## src/rtl/i2c_master_apb_ctrl.sv

```systemverilog
// APB3 register front-end for the I2C master core: register map, command and
// read-data FIFOs, sticky status bits and a level interrupt.
module i2c_master_apb_ctrl #(
    parameter int                  APB_ABIT   = 32,
    parameter int                  APB_DBIT   = 32,
    parameter logic [APB_ABIT-1:0] BASE_ADDR  = '0,
    parameter logic [6:0]          SLAVE_ADDR = 7'h50,
    parameter int                  WR_BITS    = 1,
    parameter int                  RD_BITS    = 1,
    parameter int                  CMD_DEPTH  = 8,
    parameter int                  RX_DEPTH   = 8
) (
    input  logic                 apb_clk,
    input  logic                 apb_rst,
    input  logic                 i_apb_psel,
    input  logic                 i_apb_penable,
    input  logic                 i_apb_pwrite,
    input  logic [APB_ABIT-1:0]  i_apb_paddr,
    input  logic [APB_DBIT-1:0]  i_apb_pwdata,
    output logic                 o_apb_pready,
    output logic [APB_DBIT-1:0]  o_apb_prdata,
    output logic                 o_apb_slverr,
    output logic                 o_irq,
    output logic                 o_i2c_wvalid,
    input  logic                 i_i2c_wready,
    output logic                 o_cmd_bit_ctrl,
    output logic                 o_cmd_rh_wl,
    output logic [6:0]           o_i2c_slave,
    output logic [15:0]          o_i2c_addr,
    output logic [WR_BITS*8-1:0] o_i2c_wdata,
    input  logic [RD_BITS*8-1:0] i_i2c_rdata,
    input  logic                 i_i2c_rvalid,
    input  logic                 i_i2c_done,
    input  logic                 i_i2c_ack
);
    localparam int WR_W = WR_BITS * 8;
    localparam int RD_W = RD_BITS * 8;
    localparam int CPW  = $clog2(CMD_DEPTH);
    localparam int RPW  = $clog2(RX_DEPTH);
    localparam logic [CPW:0] CMD_ONE = {{CPW{1'b0}}, 1'b1};
    localparam logic [RPW:0] RX_ONE  = {{RPW{1'b0}}, 1'b1};

    localparam logic [2:0] OFF_CTRL   = 3'd0;
    localparam logic [2:0] OFF_STATUS = 3'd1;
    localparam logic [2:0] OFF_WDATA  = 3'd2;
    localparam logic [2:0] OFF_CMD    = 3'd3;
    localparam logic [2:0] OFF_RDATA  = 3'd4;

    typedef struct packed {
        logic            rd;
        logic            addr16;
        logic [6:0]      saddr;
        logic [15:0]     addr;
        logic [WR_W-1:0] wdata;
    } cmd_t;

    typedef enum logic [1:0] {
        ST_IDLE  = 2'd0,
        ST_ISSUE = 2'd1,
        ST_WAIT  = 2'd2
    } state_t;

    // Register state
    logic            en_q, en_d;
    logic            addr16_q, addr16_d;
    logic            irq_en_q, irq_en_d;
    logic            fon_q, fon_d;
    logic [6:0]      saddr_q, saddr_d;
    logic [WR_W-1:0] wdata_q, wdata_d;
    logic            done_q, done_d;
    logic            nack_q, nack_d;
    logic            ovf_q, ovf_d;
    state_t          state_q, state_d;
    cmd_t            cur_q, cur_d;
    logic [RD_W-1:0] rdata_q, rdata_d;

    // FIFO state
    cmd_t            cmd_mem_q [CMD_DEPTH];
    logic [RD_W-1:0] rx_mem_q  [RX_DEPTH];
    logic [CPW:0]    cmd_wptr_q, cmd_wptr_d, cmd_rptr_q, cmd_rptr_d;
    logic [RPW:0]    rx_wptr_q, rx_wptr_d, rx_rptr_q, rx_rptr_d;

    logic [CPW:0]    cmd_level;
    logic            cmd_full, cmd_empty, rx_full, rx_empty;
    cmd_t            cmd_head, cmd_new;
    logic [RD_W-1:0] rx_head, rx_data;

    logic            access, sel_hit;
    logic [2:0]      offs;
    logic [31:0]     prdata, ctrl_rd, status_rd;
    logic            slverr;
    logic            ctrl_wr, stat_wr, wdata_wr, cmd_push, rx_pop, flush;
    logic            cmd_pop, rx_push, rx_push_ok, set_done, set_nack, set_ovf, nack_flush;
    logic            unused_apb;

    assign unused_apb = ^{i_apb_paddr[1:0], i_apb_pwdata};

    assign cmd_level = cmd_wptr_q - cmd_rptr_q;
    assign cmd_empty = (cmd_wptr_q == cmd_rptr_q);
    assign cmd_full  = (cmd_wptr_q[CPW] != cmd_rptr_q[CPW]) &&
                       (cmd_wptr_q[CPW-1:0] == cmd_rptr_q[CPW-1:0]);
    assign rx_empty  = (rx_wptr_q == rx_rptr_q);
    assign rx_full   = (rx_wptr_q[RPW] != rx_rptr_q[RPW]) &&
                       (rx_wptr_q[RPW-1:0] == rx_rptr_q[RPW-1:0]);
    assign cmd_head  = cmd_mem_q[cmd_rptr_q[CPW-1:0]];
    assign rx_head   = rx_mem_q[rx_rptr_q[RPW-1:0]];

    assign access  = i_apb_psel & i_apb_penable;
    assign sel_hit = (i_apb_paddr[APB_ABIT-1:5] == BASE_ADDR[APB_ABIT-1:5]);
    assign offs    = i_apb_paddr[4:2];

    always_comb begin
        ctrl_rd        = '0;
        ctrl_rd[0]     = en_q;
        ctrl_rd[1]     = addr16_q;
        ctrl_rd[2]     = irq_en_q;
        ctrl_rd[3]     = fon_q;
        ctrl_rd[14:8]  = saddr_q;

        status_rd        = '0;
        status_rd[0]     = (state_q != ST_IDLE);
        status_rd[1]     = cmd_full;
        status_rd[2]     = cmd_empty;
        status_rd[3]     = rx_empty;
        status_rd[4]     = rx_full;
        status_rd[8]     = done_q;
        status_rd[9]     = nack_q;
        status_rd[10]    = ovf_q;
        status_rd[23:16] = 8'(cmd_level);
    end

    // APB decode: every side effect is qualified here so an erroring access has none.
    always_comb begin
        prdata   = '0;
        slverr   = 1'b0;
        ctrl_wr  = 1'b0;
        stat_wr  = 1'b0;
        wdata_wr = 1'b0;
        cmd_push = 1'b0;
        rx_pop   = 1'b0;
        if (access) begin
            if (!sel_hit) begin
                slverr = 1'b1;
            end else begin
                case (offs)
                    OFF_CTRL: begin
                        if (i_apb_pwrite) ctrl_wr = 1'b1;
                        else              prdata  = ctrl_rd;
                    end
                    OFF_STATUS: begin
                        if (i_apb_pwrite) stat_wr = 1'b1;
                        else              prdata  = status_rd;
                    end
                    OFF_WDATA: begin
                        if (i_apb_pwrite) wdata_wr = 1'b1;
                        else              prdata   = 32'(wdata_q);
                    end
                    OFF_CMD: begin
                        if (i_apb_pwrite) begin
                            if (cmd_full) slverr   = 1'b1;
                            else          cmd_push = 1'b1;
                        end
                    end
                    OFF_RDATA: begin
                        if (!i_apb_pwrite) begin
                            if (rx_empty) begin
                                slverr = 1'b1;
                            end else begin
                                rx_pop = 1'b1;
                                prdata = 32'(rx_head);
                            end
                        end
                    end
                    default: slverr = 1'b1;
                endcase
            end
        end
    end

    assign flush = ctrl_wr & i_apb_pwdata[31];

    always_comb begin
        cmd_new.rd     = i_apb_pwdata[16];
        cmd_new.addr16 = addr16_q;
        cmd_new.saddr  = saddr_q;
        cmd_new.addr   = i_apb_pwdata[15:0];
        cmd_new.wdata  = wdata_q;
    end

    // Dispatcher. The issued command is captured into cur_q on entry to ISSUE
    // so a flush cannot disturb the fields while the core is looking at them.
    always_comb begin
        state_d    = state_q;
        cur_d      = cur_q;
        rdata_d    = rdata_q;
        rx_data    = rdata_q;
        cmd_pop    = 1'b0;
        rx_push    = 1'b0;
        set_done   = 1'b0;
        set_nack   = 1'b0;
        nack_flush = 1'b0;
        case (state_q)
            ST_IDLE: begin
                if (en_q && !cmd_empty) begin
                    state_d = ST_ISSUE;
                    cur_d   = cmd_head;
                end
            end
            ST_ISSUE: begin
                if (i_i2c_wready) begin
                    cmd_pop = !cmd_empty;
                    rdata_d = '0;
                    state_d = ST_WAIT;
                end
            end
            ST_WAIT: begin
                if (i_i2c_rvalid) begin
                    rdata_d = i_i2c_rdata;
                    rx_data = i_i2c_rdata;
                end
                if (i_i2c_done) begin
                    rx_push    = cur_q.rd;
                    set_done   = 1'b1;
                    set_nack   = i_i2c_ack;
                    nack_flush = i_i2c_ack & fon_q;
                    state_d    = ST_IDLE;
                end
            end
            default: state_d = ST_IDLE;
        endcase
    end

    // A pop in the same cycle frees the slot, so a full RX FIFO still accepts.
    assign rx_push_ok = rx_push & (~rx_full | rx_pop | flush);
    assign set_ovf    = rx_push & ~rx_push_ok;

    always_comb begin
        en_d     = en_q;
        addr16_d = addr16_q;
        irq_en_d = irq_en_q;
        fon_d    = fon_q;
        saddr_d  = saddr_q;
        wdata_d  = wdata_q;
        if (ctrl_wr) begin
            en_d     = i_apb_pwdata[0];
            addr16_d = i_apb_pwdata[1];
            irq_en_d = i_apb_pwdata[2];
            fon_d    = i_apb_pwdata[3];
            saddr_d  = i_apb_pwdata[14:8];
        end
        if (wdata_wr) wdata_d = i_apb_pwdata[WR_W-1:0];

        done_d = (done_q & ~(stat_wr & i_apb_pwdata[8]))  | set_done;
        nack_d = (nack_q & ~(stat_wr & i_apb_pwdata[9]))  | set_nack;
        ovf_d  = (ovf_q  & ~(stat_wr & i_apb_pwdata[10])) | set_ovf;

        cmd_wptr_d = cmd_push ? cmd_wptr_q + CMD_ONE : cmd_wptr_q;
        cmd_rptr_d = cmd_pop  ? cmd_rptr_q + CMD_ONE : cmd_rptr_q;
        if (flush || nack_flush) cmd_rptr_d = cmd_wptr_q;

        rx_wptr_d = rx_push_ok ? rx_wptr_q + RX_ONE : rx_wptr_q;
        rx_rptr_d = rx_pop     ? rx_rptr_q + RX_ONE : rx_rptr_q;
        if (flush) rx_rptr_d = rx_wptr_q;
    end

    always_ff @(posedge apb_clk) begin
        if (cmd_push)   cmd_mem_q[cmd_wptr_q[CPW-1:0]] <= cmd_new;
        if (rx_push_ok) rx_mem_q[rx_wptr_q[RPW-1:0]]   <= rx_data;
    end

    always_ff @(posedge apb_clk or posedge apb_rst) begin
        if (apb_rst) begin
            en_q         <= 1'b0;
            addr16_q     <= 1'b0;
            irq_en_q     <= 1'b0;
            fon_q        <= 1'b0;
            saddr_q      <= SLAVE_ADDR;
            wdata_q      <= '0;
            done_q       <= 1'b0;
            nack_q       <= 1'b0;
            ovf_q        <= 1'b0;
            state_q      <= ST_IDLE;
            cur_q.rd     <= 1'b0;
            cur_q.addr16 <= 1'b0;
            cur_q.saddr  <= SLAVE_ADDR;
            cur_q.addr   <= '0;
            cur_q.wdata  <= '0;
            rdata_q      <= '0;
            cmd_wptr_q   <= '0;
            cmd_rptr_q   <= '0;
            rx_wptr_q    <= '0;
            rx_rptr_q    <= '0;
        end else begin
            en_q       <= en_d;
            addr16_q   <= addr16_d;
            irq_en_q   <= irq_en_d;
            fon_q      <= fon_d;
            saddr_q    <= saddr_d;
            wdata_q    <= wdata_d;
            done_q     <= done_d;
            nack_q     <= nack_d;
            ovf_q      <= ovf_d;
            state_q    <= state_d;
            cur_q      <= cur_d;
            rdata_q    <= rdata_d;
            cmd_wptr_q <= cmd_wptr_d;
            cmd_rptr_q <= cmd_rptr_d;
            rx_wptr_q  <= rx_wptr_d;
            rx_rptr_q  <= rx_rptr_d;
        end
    end

    assign o_apb_pready   = 1'b1;
    assign o_apb_prdata   = prdata;
    assign o_apb_slverr   = slverr;
    assign o_irq          = irq_en_q & (done_q | nack_q | ovf_q);
    assign o_i2c_wvalid   = (state_q == ST_ISSUE);
    assign o_cmd_bit_ctrl = cur_q.addr16;
    assign o_cmd_rh_wl    = cur_q.rd;
    assign o_i2c_slave    = cur_q.saddr;
    assign o_i2c_addr     = cur_q.addr;
    assign o_i2c_wdata    = cur_q.wdata;

endmodule
```

## config.mk

```make
export PLATFORM = sky130hd
export DESIGN_NAME = i2c_master_apb_ctrl
export DESIGN_NICKNAME = d
export VERILOG_FILES = /design/src/rtl/i2c_master_apb_ctrl.sv
export SDC_FILE = /design/constraint.sdc
export NUM_CORES = 1
export LEC_CHECK = 0
export BUFFER_PORTS_ARGS = -buffer_cell sky130_fd_sc_hd__buf_2
export CAP_MARGIN = 20
export CORE_MARGIN = 2
export CORE_UTILIZATION = 35
export CTS_CLUSTER_SIZE = 14
export DETAILED_ROUTE_END_ITERATION = 10
export GPL_TIMING_DRIVEN = 1
export PLACE_DENSITY_LB_ADDON = 0.1
export RECOVER_POWER = 100
export SLEW_MARGIN = 15
export SYNTH_ARGS = -nofsm -noshare
export SYNTH_HDL_FRONTEND = slang
export SYNTH_SLANG_ARGS = --single-unit
```

## constraint.sdc

```tcl
create_clock -name apb_clk -period 9.7 [get_ports apb_clk]
set_input_delay 0.97 -clock apb_clk [delete_from_list [all_inputs] [get_ports apb_clk]]
set_output_delay 0.97 -clock apb_clk [all_outputs]
set_load 0.03 [all_outputs]
```

==> results of run 1 <==
logic make-up (layout without fill, tap and decap cells):
kind of cell,count (synthesis),in the layout,synth area share
mux,158,158,0.161
other cells,2,15,0.000458
flops,409,409,0.724
fa+ha+maj,8,8,0.00656
compound gates,77,77,0.0278
xor+xnor,16,16,0.00900
buf+inv,65,228,0.0188
simple gates,162,162,0.0518
worst paths after layout:
check	end	depth (start not counted)	startpoint	slack (ns)
min reg2reg	o_i2c_slave[3]	2	o_i2c_slave[3]	0.48
max	cmd_mem_q[7][1]	9	cmd_rptr_q[1]	3.82
max in group asynchronous	o_i2c_wdata[0]	3	apb_rst	4.90
min in group asynchronous	rdata_q[5]	2	apb_rst	0.81
min	o_i2c_slave[3]	2	o_i2c_slave[3]	0.48
max reg2reg	cmd_mem_q[7][1]	9	cmd_rptr_q[1]	3.82
flip-flops by register name, summed over array words and instances, names as in the netlist, 4 cells and up:
| signal | count |
|---|---|
| cmd_mem_q | 264 |
| cmd_rptr_q | 4 |
| cmd_wptr_q | 4 |
| o_i2c_addr | 16 |
| o_i2c_slave | 7 |
| o_i2c_wdata | 8 |
| rdata_q | 8 |
| rx_mem_q | 64 |
| rx_rptr_q | 4 |
| rx_wptr_q | 4 |
| saddr_q | 7 |
| wdata_q | 8 |
power by group:
part,internal [W],leakage [nW],total [W],switching [W]
clock,0.000993,0.699,0.00167,0.000681
combinational,0.0000669,1.66,0.000147,0.0000800
sequential,0.00190,4.41,0.00192,0.0000199
cell type report:
type / count / area [um2]
multi-input cells: 435 / 4250
flip-flops and latches: 409 / 11900
clock inverters: 14 / 154
inverters: 10 / 38.8
well taps: 607 / 759
fillers: 4247 / 27500
diodes: 1 / 2.50
clock buffers: 69 / 1290
repair buffers: 135 / 591
metrics by stage:
stage | cells | utilization | area [um2]
3_5_place_dp | 1596 | 0.382 | 17700
2_1_floorplan | 909 | - | 16500
3_3_place_gp | 1596 | 0.382 | 17700
6_report | 1680 | 0.408 | 19000
4_1_cts | 1679 | 0.413 | 19200
5_1_grt | 1679 | 0.408 | 19000
layout by cell type, fill, tap and decap left out, types with 13 or more instances in the layout:
master	count
nand2_1	56
edfxtp_1	328
clkbuf_16	46
a21oi_1	19
mux2i_1	42
mux4_2	82
buf_2	52
o21ai_0	40
mux2_1	13
conb_1	14
dfrtp_1	76
clkbuf_1	96
mux2_2	21
nor2_1	37
worst register-to-register path: stages (launching register included):
cell and delay (ns):
dfrtp_1 1.36, inv_1 0.29, ha_1 0.39, nand3_1 0.15, nor2b_1 0.11, or4_1 0.56, nor2_1 0.16, nand2_1 0.22
nor2_4 0.15, clkbuf_1 1.99
layer usage:
metal / wire length, um / vias up
li1: - / 3795
met1: 17700 / 4350
met2: 18700 / 184
met3: 1780 / 55
met4: 771 / 4
met5: 23 / -
Yosys cell counts (2+ instances only):
library cell  instances
mux2_1                5
a222oi_1              3
mux4_2               82
clkbuf_1             29
or3_1                 2
or4_1                 3
xnor2_1              11
xor2_1                4
nor2b_1               2
a21o_1                3
nor4_2                5
conb_1                2
edfxtp_1            328
a21oi_1              18
ha_1                  7
inv_1                 9
dfstp_2               4
nand4_1               3
buf_4                14
buf_2                 9
mux2i_1              42
dfrtp_1              77
mux2_2               29
nor3_1                6
nor3b_1               2
nand2_1              56
a31oi_1               2
nor2_1               43
nor4_1                5
buf_1                 3
and2_1               15
nand2b_1              3
nor4b_1               3
nand3_1               5
o21ai_0              39
==> summary.txt, run 1 <==
Outcome
  – Status: finished with violations
  – Failing checks: capacitance limit, slew limit

STA
  – Min Hold Slack: between 0.4 and 0.5 ns
  – Final setup TNS: 0 ns
  – RSZ-0062 raised after global routing: false
  – Final Hold Vio Count: 0
  – Maximum clock frequency: 170 MHz
  – Rel. slew slack: -1.35
  – Final setup margin: 3.82 ns
  – Period Utilization, post-route: 0.606
  – Skew final: 0.0139 ns
  – Final setup viols: 0
  – Slew Viols, Final: 495
  – Worst slew pin tran: roughly 3.5 ns
  – Min cycle time layout: 5.88 ns

GRT
  – Total track usage: 0.166
  – Met2 Use GR: 0.271
  – M1 GR Usage: 0.227
  – First-pass GRT wire length: 58400 um
  – Vias in the first global route: 8816
  – Initial antenna violation count: 4
  – Pin count of the biggest net entering global routing: 68
  – Gr ovfl total: 0
  – GR Util met3: 0.0319
  – GRT Max-Usage Layer: met2

Yosys
  – Syn_area_per_cell: around 18 um2
  – Post-synth top flop: edfxtp_1
  – Post-synth EDFFs: 328
  – Ys async rst share: 0.198
  – Synth unique cells: 59
  – Synth top area share: 0.600
  – Leading post-synthesis cells by cell area: edfxtp_1 (60%), dfrtp_1 (12%), mux4_2 (11%)
  – Synthesized instance count: 897
  – Post-Syn Area: 16400 um2
  – YS warnings: 0
  – Number of synthesized register bits: 409
  – Synth area leader: edfxtp_1
  – Sequential-to-total area share from yosys stat: 0.724

Detailed routing
  – Antenna-violating nets left: 0
  – Via Count: 8388
  – Drt pass-1 iters: 4
  – Avg WL per Cell: 23.2 um
  – Final wirelength: roughly 39000 um
  – # DRC: 0
  – Initial drt markers: 669
  – Vias/cell: 4.99

Floorplan
  – Core area: 46500 um2
  – I/O pins: 150
  – Initial Util: 0.353
  – Die area: 48600 um2
  – Die H: 221 um
  – Chip width: 221 um
  – Rows: between 70 and 80

Power
  – Overall Power: 0.00374 W
  – Worst VDD drop: 0.000110 V
  – PwrDens: 197 nW/um2
  – P_leak: 6.77 nW

Critical path
  – Setup CP Type: flop to flop
  – Largest delay share family, worst path: buffers and inverters
  – CP startpoint kind: flop
  – CP max FO: 33
  – CP Data Required Time: just under 10 ns
  – Worst Path Buf+Inv: 2
  – Crit path DAT: ~6.0 ns
  – Slowest stage delay, CP: 1.99 ns
  – Worst path cell trace: inv_1, ha_1, nand3_1, nor2b_1, or4_1, nor2_1, nand2_1, nor2_4, clkbuf_1
  – Slowest library cell on the worst path: clkbuf_1
  – Crit. End Element: flop

Placement
  – GP Congestion: 0.748
  – Dpl ws: 5.24 ns
  – HPWL Detailed: 22500 um
  – Port Buffers: 119

Final layout
  – Final nets: 1125
  – Ratio of cells with drive above 1 in the final layout: 0.220
  – Area Overhead vs Synth: 15.6%

Clocking
  – Hold_buf cts: 0
  – Worst-Skew Late Latency: 0.57 ns
  – Post-CTS Resized: 0
  – H-tree depth: 2
  – Clk Tree Root Cell: clkbuf_16
  – Post-CTS setup buffer count: 0
  – Num CTS Buffers: 45
  – TritonCTS clock tree: done
  – CTS sink cnt: 409
  – Clock-pin slew on the worst setup and hold paths: 0.06 ns
  – Longest Clk Path Bufs: 3

Run
  – Max Cap Viol: 17

Worst hold path
  – Worst hold-check path type: flop to flop
No activity file was read; power rests on OpenSTA's default activity.
==> run 2, diff against run 1 <==
==> constraint.sdc (replaced) <==
create_clock -name apb_clk -period 5.2 [get_ports apb_clk]
set_input_delay 0.52 -clock apb_clk [delete_from_list [all_inputs] [get_ports apb_clk]]
set_output_delay 0.52 -clock apb_clk [all_outputs]
set_load 0.03 [all_outputs]
==> summary.txt, run 2 (same netlist as run 1, synthesis figures left out) <==
Run
  – Max Cap Viol: 5 (-12)

Clocking
  – Post-CTS setup buffer count: 0 (unchanged)
  – Worst-Skew Late Latency: 0.57 ns (about the same)
  – CTS sink cnt: 409 (unchanged)
  – TritonCTS clock tree: done
  – H-tree depth: 2 (unchanged)
  – Longest Clk Path Bufs: 3 (unchanged)
  – Clk Tree Root Cell: clkbuf_16
  – Clock-pin slew on the worst setup and hold paths: 0.05 ns (about the same)
  – Hold_buf cts: 0 (unchanged)
  – Num CTS Buffers: 46 (+2.2%)
  – Post-CTS Resized: 0 (unchanged)

STA
  – Final setup TNS: 0 ns (unchanged)
  – Rel. slew slack: -0.687 (+0.667)
  – Worst slew pin tran: 2.52 ns (-1.02 ns)
  – Slew Viols, Final: 81 (-84%)
  – Final setup viols: 0 (unchanged)
  – Min Hold Slack: 0.182 ns (-0.295 ns)
  – Period Utilization, post-route: 0.827 (+0.221)
  – RSZ-0062 raised after global routing: false
  – Min cycle time layout: 4.30 ns (-1.57 ns)
  – Skew final: 0.0138 ns (-0.000123 ns)
  – Final Hold Vio Count: 0 (unchanged)
  – Maximum clock frequency: 232 MHz (+37%)

Critical path
  – R2R cell count: 9 (unchanged)
  – Setup CP Type: flop to flop
  – Crit. End Element: flop
  – CP startpoint kind: flop
  – R2R setup slack: 0.90 ns (-2.93 ns)
  – Crit path DAT: 4.56 ns (-1.44 ns)
  – Reg2reg start: cmd_rptr_q[1]
  – Crit Reg-Reg Endpoint: cmd_mem_q[7][9]
  – CP Data Required Time: 5.46 ns (-4.36 ns)
  – CP max FO: 22 (-33%)

Floorplan
  – Die area: 48600 um2 (unchanged)
  – I/O pins: 150 (unchanged)
  – Chip width: 221 um (unchanged)
  – Core area: 46500 um2 (unchanged)
  – Initial Util: 0.353 (unchanged)
  – Rows: 79 (unchanged)
  – Die H: 221 um (unchanged)

Detailed routing
  – Antenna-violating nets left: 0 (unchanged)
  – Final wirelength: 38600 um (-0.91%)
  – Via Count: 8383 (-0.060%)
  – Avg WL per Cell: 22.9 um (-1.1%)
  – Vias/cell: 4.98 (-0.30%)
  – Initial drt markers: 439 (-34%)
  – Drt pass-1 iters: 4 (unchanged)
  – # DRC: 0 (unchanged)

Power
  – P_leak: 6.91 nW (+2.1%)
  – Overall Power: 0.00735 W (+97%)
  – Worst VDD drop: 0.000234 V (+110%)
  – PwrDens: 382 nW/um2 (+94%)

Final layout
  – Final nets: 1128 (+0.27%)
  – Most common cell after layout, fill and taps aside: edfxtp_1
  – Leading cell types in the layout, fill and taps excluded: edfxtp_1 (328), mux4_2 (82), clkbuf_1 (78), dfrtp_1 (76), nand2_1 (56)
  – Max reg flops: 264 (unchanged)
  – Ratio of cells with drive above 1 in the final layout: 0.236 (+0.0159)
  – Non-filler cells, final: 1684 (+0.24%)
  – Area Overhead vs Synth: 17.3%
  – Post-layout util: 0.414 (+0.00595)

Outcome
  – Failing checks: capacitance limit, slew limit
  – Status: finished with violations

GRT
  – First-pass GRT wire length: 57200 um (-2.1%)
  – Pin count of the biggest net entering global routing: 68 (unchanged)
  – Vias in the first global route: 8734 (-0.93%)
  – Initial antenna violation count: 6 (+2)
  – Gr ovfl total: 0 (unchanged)
  – Total track usage: 0.162 (-0.00387)

Worst hold path
  – Hold Path Cell Cnt: 2 (unchanged)
  – Hold_sp: i_i2c_done
  – Worst hold-check path type: input port to flop
  – Worst hold endpoint: state_q[1]

Placement
  – HPWL Detailed: 22800 um (+0.99%)
  – GP Congestion: 0.731 (-2.3%)
  – Placed insts: 1598 (+0.13%)
  – Port Buffers: 119 (unchanged)
-- run 2: critical path, cell delays in order, from the launching register on --
cell and delay, ns:
dfrtp_1 0.78, inv_1 0.21, ha_1 0.34, nand3_1 0.15
nor2b_1 0.11, or4_1 0.57, nor2_1 0.18, nand2_1 0.19
nor2_1 1.12, buf_12 0.31
-- run 2: per-stage QoR --
stage	setup slack (ns)	cell area, um2
4_1_cts	1.28	19500
3_5_place_dp	1.68	17800
3_3_place_gp	1.69	17800
2_1_floorplan	0.814	16500
5_1_grt	0.621	19200
6_report	0.899	19200
-- run 2: worst max-delay path by stage --
stage,from,to,slack (ns),cells after the start
after detailed placement,i_apb_paddr[14],rx_mem_q[6][6],1.68,7
final,cmd_rptr_q[1],cmd_mem_q[7][9],0.90,9
after floorplan,cmd_rptr_q[1],cmd_mem_q[6][0],0.81,11
after CTS,rx_rptr_q[0],o_apb_prdata[1],1.28,6
after global routing,cmd_rptr_q[1],cmd_mem_q[7][25],0.62,9
after global placement,i_apb_paddr[14],rx_mem_q[6][6],1.69,7
-- run 2: layout make-up --
class                           instances  area [um2]
Antenna cell                            1        2.50
Tap cell                              607         759
Fill cell                            4254       27200
Sequential cell                       409       11900
Clock buffer                           61        1300
Multi-Input combinational cell        435        4260
Inverter                               10        38.8
Clock inverter                         24         347
Timing Repair Buffer                  137         659
-- run 2: where the power goes --
part | switching [W] | internal (W)
Sequential | 0.00000930 | 0.00354
Clock | 0.00130 | 0.00220
Combinational | 0.000181 | 0.000125
Total | 0.00149 | 0.00586
-- run 2: per-layer routing --
metal	vias to the layer above	track usage	wire length, um
met5	-	0	56
met4	8	0.0513	798
met3	63	0.0287	1650
met2	173	0.266	18600
met1	4337	0.222	17500
li1	3802	-	-
==> run 3, diff against run 2 <==
==> constraint.sdc (replaced) <==
create_clock -name apb_clk -period 3.8 [get_ports apb_clk]
set_input_delay 0.38 -clock apb_clk [delete_from_list [all_inputs] [get_ports apb_clk]]
set_output_delay 0.38 -clock apb_clk [all_outputs]
set_load 0.03 [all_outputs]
==> summary.txt, run 3 (same netlist as run 1, synthesis figures left out) <==
Outcome
  – Status: finished with violations
  – Failing checks: capacitance limit, slew limit

Placement
  – HPWL Detailed: 23600 um (+3.7%)
  – GP Congestion: 0.736 (+0.66%)
  – DP Area: 18000 um2 (+0.87%)
  – Dpl ws: 0.631 ns (-1.05 ns)
  – Port Buffers: 119 (unchanged)

Critical path
  – CP Data Required Time: 4.00 ns (-1.46 ns)
  – Worst path cell trace: inv_1, ha_1, nand3_1, nor2b_1, or4_1, nor2_1, nand2_1, nor3_4, clkbuf_4
  – CP startpoint kind: flop
  – Crit path DAT: 3.49 ns (-1.07 ns)
  – Reg2reg start: cmd_wptr_q[0]
  – Setup CP Type: flop to flop
  – Worst setup path startpoint: cmd_wptr_q[0]
  – Slowest library cell on the worst path: clkbuf_4
  – Slowest stage delay, CP: 0.61 ns (-0.51 ns)
  – Crit. End Element: flop
  – R2R setup slack: 0.50 ns (-0.39 ns)
  – CP max FO: 33 (+50%)

STA
  – Min cycle time layout: 3.30 ns (-1.01 ns)
  – Period Utilization, post-route: 0.867 (+0.0400)
  – Rel. slew slack: -0.0632 (+0.624)
  – Final setup TNS: 0 ns (unchanged)
  – Min Hold Slack: 0.145 ns (-0.0368 ns)
  – Final setup margin: 0.505 ns (-0.394 ns)
  – Worst slew pin tran: 1.59 ns (-0.931 ns)
  – Skew final: 0.0123 ns (-0.00151 ns)
  – Maximum clock frequency: 303 MHz (+31%)
  – Final Hold Vio Count: 0 (unchanged)
  – Slew Viols, Final: 31 (-62%)
  – Final setup viols: 0 (unchanged)
  – RSZ-0062 raised after global routing: false

Final layout
  – Fillers: 4256 (+0.047%)
  – Most common cell after layout, fill and taps aside: edfxtp_1
  – Leading cell types in the layout, fill and taps excluded: edfxtp_1 (328), clkbuf_1 (88), mux4_2 (82), dfrtp_1 (75), nand2_1 (56)
  – Diode count: 0 (-1)
  – Final instance area: 19200 um2 (-0.49%)
  – Ratio of cells with drive above 1 in the final layout: 0.240 (+0.00365)
  – Area of the multi-input gates: 4270 um2 (+0.32%)
  – Area Overhead vs Synth: 16.7%
  – Max reg flops: 264 (unchanged)
  – Final nets: 1145 (+1.5%)
  – FF+latch area: 11900 um2 (about the same)

Clocking
  – Clk Tree Root Cell: clkbuf_16
  – Worst-Skew Late Latency: 0.57 ns (about the same)
  – Post-CTS setup buffer count: 0 (unchanged)
  – CTS sink cnt: 409 (unchanged)
  – Post-CTS Resized: 0 (unchanged)
  – H-tree depth: 2 (unchanged)
  – Clock-pin slew on the worst setup and hold paths: 0.06 ns (about the same)
  – TritonCTS clock tree: done
  – Longest Clk Path Bufs: 3 (unchanged)
  – Num CTS Buffers: 45 (-2.2%)

Floorplan
  – Core area: 46500 um2 (unchanged)
  – Die H: 221 um (unchanged)
  – Rows: 79 (unchanged)
  – Chip width: 221 um (unchanged)
  – Die area: 48600 um2 (unchanged)
  – Initial Util: 0.353 (unchanged)
  – I/O pins: 150 (unchanged)

Detailed routing
  – Antenna-violating nets left: 0 (unchanged)
  – Initial drt markers: 510 (+16%)
  – Drt pass-1 iters: 4 (unchanged)
  – Final wirelength: 39500 um (+2.2%)
  – Vias/cell: 4.96 (-0.41%)
  – Avg WL per Cell: 23.2 um (+1.2%)
  – Via Count: 8428 (+0.54%)
  – # DRC: 0 (unchanged)

GRT
  – First-pass GRT wire length: 58600 um (+2.5%)
  – Vias in the first global route: 8874 (+1.6%)
  – Initial antenna violation count: 2 (-4)
  – Gr ovfl total: 0 (unchanged)
  – Total track usage: 0.168 (+0.00521)
  – Pin count of the biggest net entering global routing: 68 (unchanged)

Power
  – Worst VDD drop: 0.000367 V (+57%)
  – P_leak: 6.90 nW (-0.19%)
  – PwrDens: 495 nW/um2 (+30%)

Run
  – Max Cap Viol: 1 (-4)

Worst hold path
  – Hold_sp: i_i2c_ack
  – Worst hold-check path type: input port to flop
==> run 3: cell count changes in the layout (fill, tap and decap cells not counted), sizes merged <==
cell         before  now
bufinv            9    2
buf              60   68
inv              10   13
diode             1    0
clkbuf          138  148
dlygate4sd3       0    3
clkinvlp          4    1
clkinv           11   14
==> run 3: worst max-delay path: cells and delay by family, from the launching register on <==
| family | cells | cell delay, ns |
|---|---|---|
| fa+ha+maj | 1 | 0.27 |
| buf+inv | 2 | 0.77 |
| simple gates | 6 | 1.44 |
| flops | 1 | 0.41 |
==> run 3: layer usage <==
metal | global-route usage | share of wire | wire [um] | up-vias
met5 | 0 | 0.00068 | 27 | -
met4 | 0.0373 | 0.015 | 610 | 4
met3 | 0.0355 | 0.044 | 1730 | 47
met2 | 0.276 | 0.48 | 19100 | 184
met1 | 0.230 | 0.46 | 18000 | 4356
li1 | - | - | - | 3837
==> run 3: path summary, 6_finish.rpt <==
check                                   to  depth (start not counted)
min reg2reg                 o_i2c_wdata[6]                          2
min                                 nack_q                          2
max                        cmd_mem_q[0][0]                          9
min in group asynchronous    cmd_rptr_q[3]                          3
max reg2reg                cmd_mem_q[0][0]                          9
max in group asynchronous   o_i2c_slave[6]                          4
==> run 3: area by class of cell <==
| class | count | share of cell area |
|---|---|---|
| sequential | 409 | 0.621 |
| multi-input combinational | 435 | 0.223 |
| clock buffer | 64 | 0.0651 |
| timing repair buffer | 155 | 0.0409 |
| tap | 607 | 0.0397 |
| clock inverter | 20 | 0.00875 |
| inverter | 10 | 0.00203 |
==> run 3: timing repair <==
item,4_1_cts,5_1_grt
endpoints found under the hold margin,30,0
setup endpoints to repair,0,0
hold buffers,3,0
==> run 3: where the power goes <==
part | switching [W] | internal [W] | leakage [nW]
registers | 0.00000578 | 0.00484 | 4.41
logic | 0.000253 | 0.000176 | 1.79
clock network | 0.00177 | 0.00243 | 0.697
total | 0.00203 | 0.00745 | 6.90
==> run 3: per-stage QoR <==
stage | std cells | total power [W] | util
CTS | 1700 | 0.00963 | 0.418
global placement | 1613 | 0.00539 | 0.387
finish | 1700 | 0.00948 | 0.412
floorplan | 909 | 0.00525 | -
detailed placement | 1613 | 0.00539 | 0.387
global route | 1700 | 0.00984 | 0.412
